$ cat config.mk
export PLATFORM = sky130hd
export DESIGN_NAME = c17_key_loader
export DESIGN_NICKNAME = d
export VERILOG_FILES = /design/src/rtl/c17_key_pkg.sv /design/src/rtl/key_sipo.sv /design/src/rtl/c17_key_loader.sv
export SDC_FILE = /design/constraint.sdc
export NUM_CORES = 1
export LEC_CHECK = 0
export CAP_MARGIN = 5
export CORE_MARGIN = 4
export CORE_UTILIZATION = 40
export CTS_CLUSTER_SIZE = 40
export DETAILED_ROUTE_END_ITERATION = 8
export GPL_TIMING_DRIVEN = 0
export SYNTH_ARGS = -nofsm -noshare
export SYNTH_HDL_FRONTEND = slang
export SYNTH_SLANG_ARGS = --single-unit
$ cat constraint.sdc
create_clock -name clk -period 2.3 [get_ports clk]
set_input_delay 0.345 -clock clk [delete_from_list [all_inputs] [get_ports clk]]
set_output_delay 0.345 -clock clk [all_outputs]
set_load 0.005 [all_outputs]
$ cat src/rtl/c17_key_pkg.sv
// Shared types and default constants for the c17 key-delivery stage.
package c17_key_pkg;
  localparam int              KEY_W     = 4;
  localparam int              TRY_W     = 2;
  localparam int              MAX_TRIES = 3;
  localparam logic [KEY_W-1:0] DECOY_KEY = 4'b1101;

  typedef enum logic [2:0] {IDLE, SHIFT, CHECK, LOADED, LOCKOUT} state_e;
endpackage

$ cat src/rtl/key_sipo.sv
// Serial-in key capture: LSB-first data bits, then one parity bit, with a running XOR.
module key_sipo #(
  parameter int KEY_W = 4
) (
  input  logic             clk,
  input  logic             rst_n,
  input  logic             clr,
  input  logic             shift_en,
  input  logic             bit_in,
  output logic [KEY_W-1:0] data,
  output logic             par_ok,
  output logic             last
);
  localparam int CNT_W = $clog2(KEY_W + 2);

  logic [CNT_W-1:0] cnt_q, cnt_d;
  logic [KEY_W-1:0] data_q, data_d;
  logic             par_q, par_d;

  always_comb begin
    cnt_d  = cnt_q;
    data_d = data_q;
    par_d  = par_q;
    if (clr) begin
      cnt_d  = '0;
      data_d = '0;
      par_d  = 1'b0;
    end else if (shift_en) begin
      cnt_d = cnt_q + 1'b1;
      par_d = par_q ^ bit_in;
      // Shifting in from the MSB leaves the first bit in slot 0 after KEY_W shifts;
      // the trailing parity bit only feeds the running XOR.
      if (cnt_q < CNT_W'(KEY_W)) data_d = {bit_in, data_q[KEY_W-1:1]};
    end
  end

  always_ff @(posedge clk or negedge rst_n) begin
    if (!rst_n) begin
      cnt_q  <= '0;
      data_q <= '0;
      par_q  <= 1'b0;
    end else begin
      cnt_q  <= cnt_d;
      data_q <= data_d;
      par_q  <= par_d;
    end
  end

  assign data   = data_q;
  assign par_ok = ~par_q;
  assign last   = shift_en & (cnt_q == CNT_W'(KEY_W));
endmodule

$ cat src/rtl/c17_key_loader.sv
// Write-once, parity-checked key loader feeding keyinput[] of the locked c17 core.
// The core sees DECOY_KEY until a verified load completes, and forever after lockout.
module c17_key_loader #(
  parameter int               KEY_W     = c17_key_pkg::KEY_W,
  parameter logic [KEY_W-1:0] DECOY_KEY = c17_key_pkg::DECOY_KEY,
  parameter int               MAX_TRIES = c17_key_pkg::MAX_TRIES,
  parameter int               TRY_W     = c17_key_pkg::TRY_W
) (
  input  logic             clk,
  input  logic             rst_n,
  input  logic             start,
  input  logic             key_bit,
  input  logic             key_vld,
  output logic             key_rdy,
  output logic [KEY_W-1:0] key_out,
  output logic             key_valid,
  output logic             key_err,
  output logic             lockout,
  output logic [TRY_W-1:0] tries
);
  import c17_key_pkg::*;

  state_e           state_q, state_d;
  logic             key_rdy_q, key_rdy_d;
  logic             key_valid_q, key_valid_d;
  logic             key_err_q, key_err_d;
  logic             lockout_q, lockout_d;
  logic [KEY_W-1:0] key_out_q, key_out_d;
  logic [TRY_W-1:0] tries_q, tries_d;

  logic             xfer, sipo_clr, sipo_last, par_ok;
  logic [KEY_W-1:0] sipo_data;

  assign xfer     = (state_q == SHIFT) & key_vld & key_rdy_q;
  assign sipo_clr = ((state_q == IDLE) & start) | ((state_q == CHECK) & ~par_ok);

  key_sipo #(.KEY_W(KEY_W)) u_sipo (
    .clk      (clk),
    .rst_n    (rst_n),
    .clr      (sipo_clr),
    .shift_en (xfer),
    .bit_in   (key_bit),
    .data     (sipo_data),
    .par_ok   (par_ok),
    .last     (sipo_last)
  );

  always_comb begin
    state_d     = state_q;
    key_rdy_d   = key_rdy_q;
    key_valid_d = key_valid_q;
    key_err_d   = 1'b0;
    lockout_d   = lockout_q;
    key_out_d   = key_out_q;
    tries_d     = tries_q;
    case (state_q)
      IDLE: if (start) begin
        state_d   = SHIFT;
        key_rdy_d = 1'b1;
      end
      SHIFT: if (sipo_last) begin
        state_d   = CHECK;
        key_rdy_d = 1'b0;
      end
      CHECK: if (par_ok) begin
        state_d     = LOADED;
        key_out_d   = sipo_data;
        key_valid_d = 1'b1;
      end else begin
        key_err_d = 1'b1;
        if (tries_q != TRY_W'(MAX_TRIES)) tries_d = tries_q + 1'b1;
        if (tries_q == TRY_W'(MAX_TRIES - 1)) begin
          state_d   = LOCKOUT;
          lockout_d = 1'b1;
        end else begin
          state_d = IDLE;
        end
      end
      LOADED, LOCKOUT: ;
      default: state_d = IDLE;
    endcase
  end

  always_ff @(posedge clk or negedge rst_n) begin
    if (!rst_n) begin
      state_q     <= IDLE;
      key_rdy_q   <= 1'b0;
      key_valid_q <= 1'b0;
      key_err_q   <= 1'b0;
      lockout_q   <= 1'b0;
      key_out_q   <= DECOY_KEY;
      tries_q     <= '0;
    end else begin
      state_q     <= state_d;
      key_rdy_q   <= key_rdy_d;
      key_valid_q <= key_valid_d;
      key_err_q   <= key_err_d;
      lockout_q   <= lockout_d;
      key_out_q   <= key_out_d;
      tries_q     <= tries_d;
    end
  end

  assign key_rdy   = key_rdy_q;
  assign key_valid = key_valid_q;
  assign key_err   = key_err_q;
  assign lockout   = lockout_q;
  assign key_out   = key_out_q;
  assign tries     = tries_q;
endmodule

==> results.sh <==
export IMPL_grt_pass1_vias=759
export IMPL_regToRegEndpoint="key_out[1]"
export IMPL_ys_warnings_count=0
export IMPL_syn_area_per_cell_um2=11.1
export IMPL_pin_count=15
export IMPL_fin_tns_setup_ns=0
export IMPL_powerDensity_nw_per_um2=454
export IMPL_p_int_w=0.000441
export IMPL_min_period_ns=1.69
export IMPL_hold_end="lockout"
export IMPL_switchingPower_w=0.000126
export IMPL_start_kind="register"
export IMPL_crit_arrival_ns=1.34
export IMPL_max_vdd_ir_drop_mv=0.352
export IMPL_worst_slew_pin_slew_ns=0.923
export IMPL_grt_max_degree=22
export IMPL_place_area_um2=1220
export IMPL_synth_seq_area_share=0.506
export IMPL_synth_cells=94
export IMPL_grt_usage=0.133
export IMPL_sequentialPowerShare=0.651
export IMPL_grt_busiest_layer="met2"
export IMPL_gp_congestion=0.753
export IMPL_avgViaCountPerCell=5.23
export IMPL_p_leak_nw=0.542
export IMPL_num_rows=18
export IMPL_slowest_delay_ns=0.55
export IMPL_yosysTopAreaCell="dfrtp_1"
export IMPL_cts_path_max_buffers=2
export IMPL_cts_clk_slew_worst_paths_ns=0.12
export IMPL_clk_insertion_delay_late_ns=0.31
export IMPL_die_w_um=59.1
export IMPL_post_cts_resized=0
export IMPL_worstHoldStart="lockout"
export IMPL_period_share=0.734
export IMPL_cts_made_buffers=3
export IMPL_io_buffers=14
export IMPL_hold_buffers=0
export IMPL_use_met3=0.0196
export IMPL_htreeDepth=1
export IMPL_crit_path_cell_trace="clkdlybuf4s50_1"
export IMPL_cts_tree="yes"
export IMPL_p_sw_frac=0.223
export IMPL_end_kind="output port"
export IMPL_core_um2=2480
export IMPL_wl_per_cell_um=13.9
export IMPL_totalWireLength_um=1980
export IMPL_start_util=0.422
export IMPL_crit_fanout=2
export IMPL_crit_required_ns=1.96
export IMPL_synth_area_um2=1050
export IMPL_fmax_mhz=592
export IMPL_ys_types=31
export IMPL_final_cell_area_um2=1250
export IMPL_crit_type="reg2out"
export IMPL_diodes=0
export IMPL_whs_path_depth=1
export IMPL_die_y_um=59.1
export IMPL_drtPass1Iterations=4
export IMPL_final_hold_viol_count=0
export IMPL_synth_area_leaders="dfrtp_1 43%, dfstp_2 7.5%, ha_1 4.8%"
export IMPL_met2_usage=0.199
export IMPL_drive_gt1_frac=0.205
export IMPL_ant_nets=0
export IMPL_critical_path_top_delay_family="flip-flops"
export IMPL_skew_ns=0.00323
export IMPL_setup_viol=0
export IMPL_reg2reg_from="state_q[2]"
export IMPL_hpwl_um=1450
export IMPL_die_area_um2=3500
export IMPL_worstRegToRegCells=4
export IMPL_drv_slew=0
export IMPL_grt_pass1_wl_um=3480
export IMPL_antenna_found_initial=0
export IMPL_r2r_slack_ns=0.71
export IMPL_use_met1=0.184
export IMPL_cts_sinks=21
export IMPL_status="completed"
export IMPL_synth_seq_cells=21
export IMPL_vias=742
export IMPL_syn_num_nets=103
export IMPL_synth_top_cell_area_share=0.431
export IMPL_cap_violations=0
export IMPL_p_comb_frac=0.030
export IMPL_rsz0062_at_grt="no"
export IMPL_drt_iter0_drc=37
export IMPL_hold_path_class="reg2reg"
export IMPL_area_growth_pct=19.6
export IMPL_grt_overflow=0
export IMPL_cts_root_buf="clkbuf_4"
export IMPL_pwr_share_clk=0.319
export IMPL_drcViolationCount=0
export IMPL_max_slew_margin=0.383
export IMPL_crit_slowest_cell="dfstp_2"
export IMPL_nets=122
export IMPL_postCtsSetupRepairBufs=0
export IMPL_crit_buf_inv=1
==> kinds of logic after synthesis <==
group	synth area share
fa+ha+maj	0.0478
mux	0.0813
buf+inv	0.0586
xor+xnor	0.00837
simple gates	0.173
flops	0.506
compound gates	0.124
==> cell usage after synthesis, drive strengths merged <==
library cell and count:
xnor2 1, a21o 1, inv 7, nand3 7, and4bb 1, nand4 1, nor2 7, ha 4
o21ai 10, o21ba 1, nand2b 1, mux2i 4, or4 1, a21oi 8, dfstp 3, nand4bb 1
nor3 2, o31ai 2, and4b 1, mux2 4, or2 2, nor2b 1, nand2 1, buf 4
dfrtp 18, a211oi 1
==> layout make-up <==
| cell class | count | area, um^2 |
|---|---|---|
| tap | 30 | 37.5 |
| sequential | 21 | 529 |
| inverter | 7 | 26.3 |
| timing repair buffer | 14 | 140 |
| clock buffer | 3 | 22.5 |
| clock inverter | 1 | 5.00 |
| buffer | 4 | 35.0 |
| multi-input combinational | 62 | 455 |
| fill | 232 | 1230 |
==> power by group through the flow <==
stage | logic [W] | clock network [W] | registers [W]
after CTS | 0.0000181 | 0.000189 | 0.000369
after global routing | 0.0000195 | 0.000208 | 0.000370
after floorplan | 0.00000142 | 0 | 0.000376
after detailed placement | 0.0000181 | 0 | 0.000376
final | 0.0000172 | 0.000181 | 0.000369
after global placement | 0.0000179 | 0 | 0.000376
==> worst max-delay path by stage <==
stage / from / to / slack, ns / cells after the start
4_1_cts: key_rdy / key_rdy / 0.60 / 1
6_report: key_out[0] / key_out[0] / 0.61 / 1
3_5_place_dp: key_vld / u_sipo.cnt_q[2] / 0.59 / 4
5_1_grt: key_rdy / key_rdy / 0.55 / 1
2_1_floorplan: state_q[2] / key_out[1] / 0.88 / 4
3_3_place_gp: key_vld / u_sipo.cnt_q[2] / 0.63 / 4
==> registers in the layout, summed over array words and instances (netlist names), 2 cells and up <==
name / count
key_out: 4
state_q: 3
tries: 2
u_sipo.cnt_q: 3
u_sipo.data: 4
==> worst reg2reg max path, delay by kind of cell, from the launching register on <==
| family | cells | cell delay (ns) |
|---|---|---|
| flops | 1 | 0.48 |
| simple gates | 2 | 0.50 |
| buf+inv | 1 | 0.14 |
| mux | 1 | 0.37 |
==> placed cells by master (no fill, tap or decap) <==
master	count
a211oi_1	1
a21o_1	1
a21oi_1	8
and4b_2	1
and4bb_2	1
buf_2	1
buf_4	1
buf_6	2
clkbuf_4	3
clkdlybuf4s50_1	14
clkinv_2	1
dfrtp_1	18
dfstp_2	3
ha_1	4
inv_1	6
inv_2	1
mux2_2	4
mux2i_1	4
nand2_1	1
nand2b_1	1
nand3_1	7
nand4_1	1
nand4bb_4	1
nor2_1	7
nor2b_1	1
nor3_2	1
nor3_4	1
o21ai_0	10
o21ba_2	1
o31ai_1	2
or2_1	1
or2_2	1
or4_1	1
xnor2_1	1
==> metrics by stage <==
stage | setup WS, ns | hold WS, ns | std cells | total power, W | util
after floorplan | 0.878 | 0.0494 | 94 | 0.000378 | -
after global placement | 0.632 | 0.445 | 138 | 0.000394 | 0.494
after detailed placement | 0.588 | 0.457 | 138 | 0.000394 | 0.494
after CTS | 0.596 | 0.486 | 142 | 0.000576 | 0.505
after global routing | 0.553 | 0.507 | 142 | 0.000597 | 0.505
final | 0.611 | 0.479 | 142 | 0.000568 | 0.505
==> layer usage <==
metal	routed length, um	up-vias
met5	0	-
met4	39	0
met3	54	5
met2	892	11
met1	993	362
li1	-	364
(Power assumes the default switching activity.)
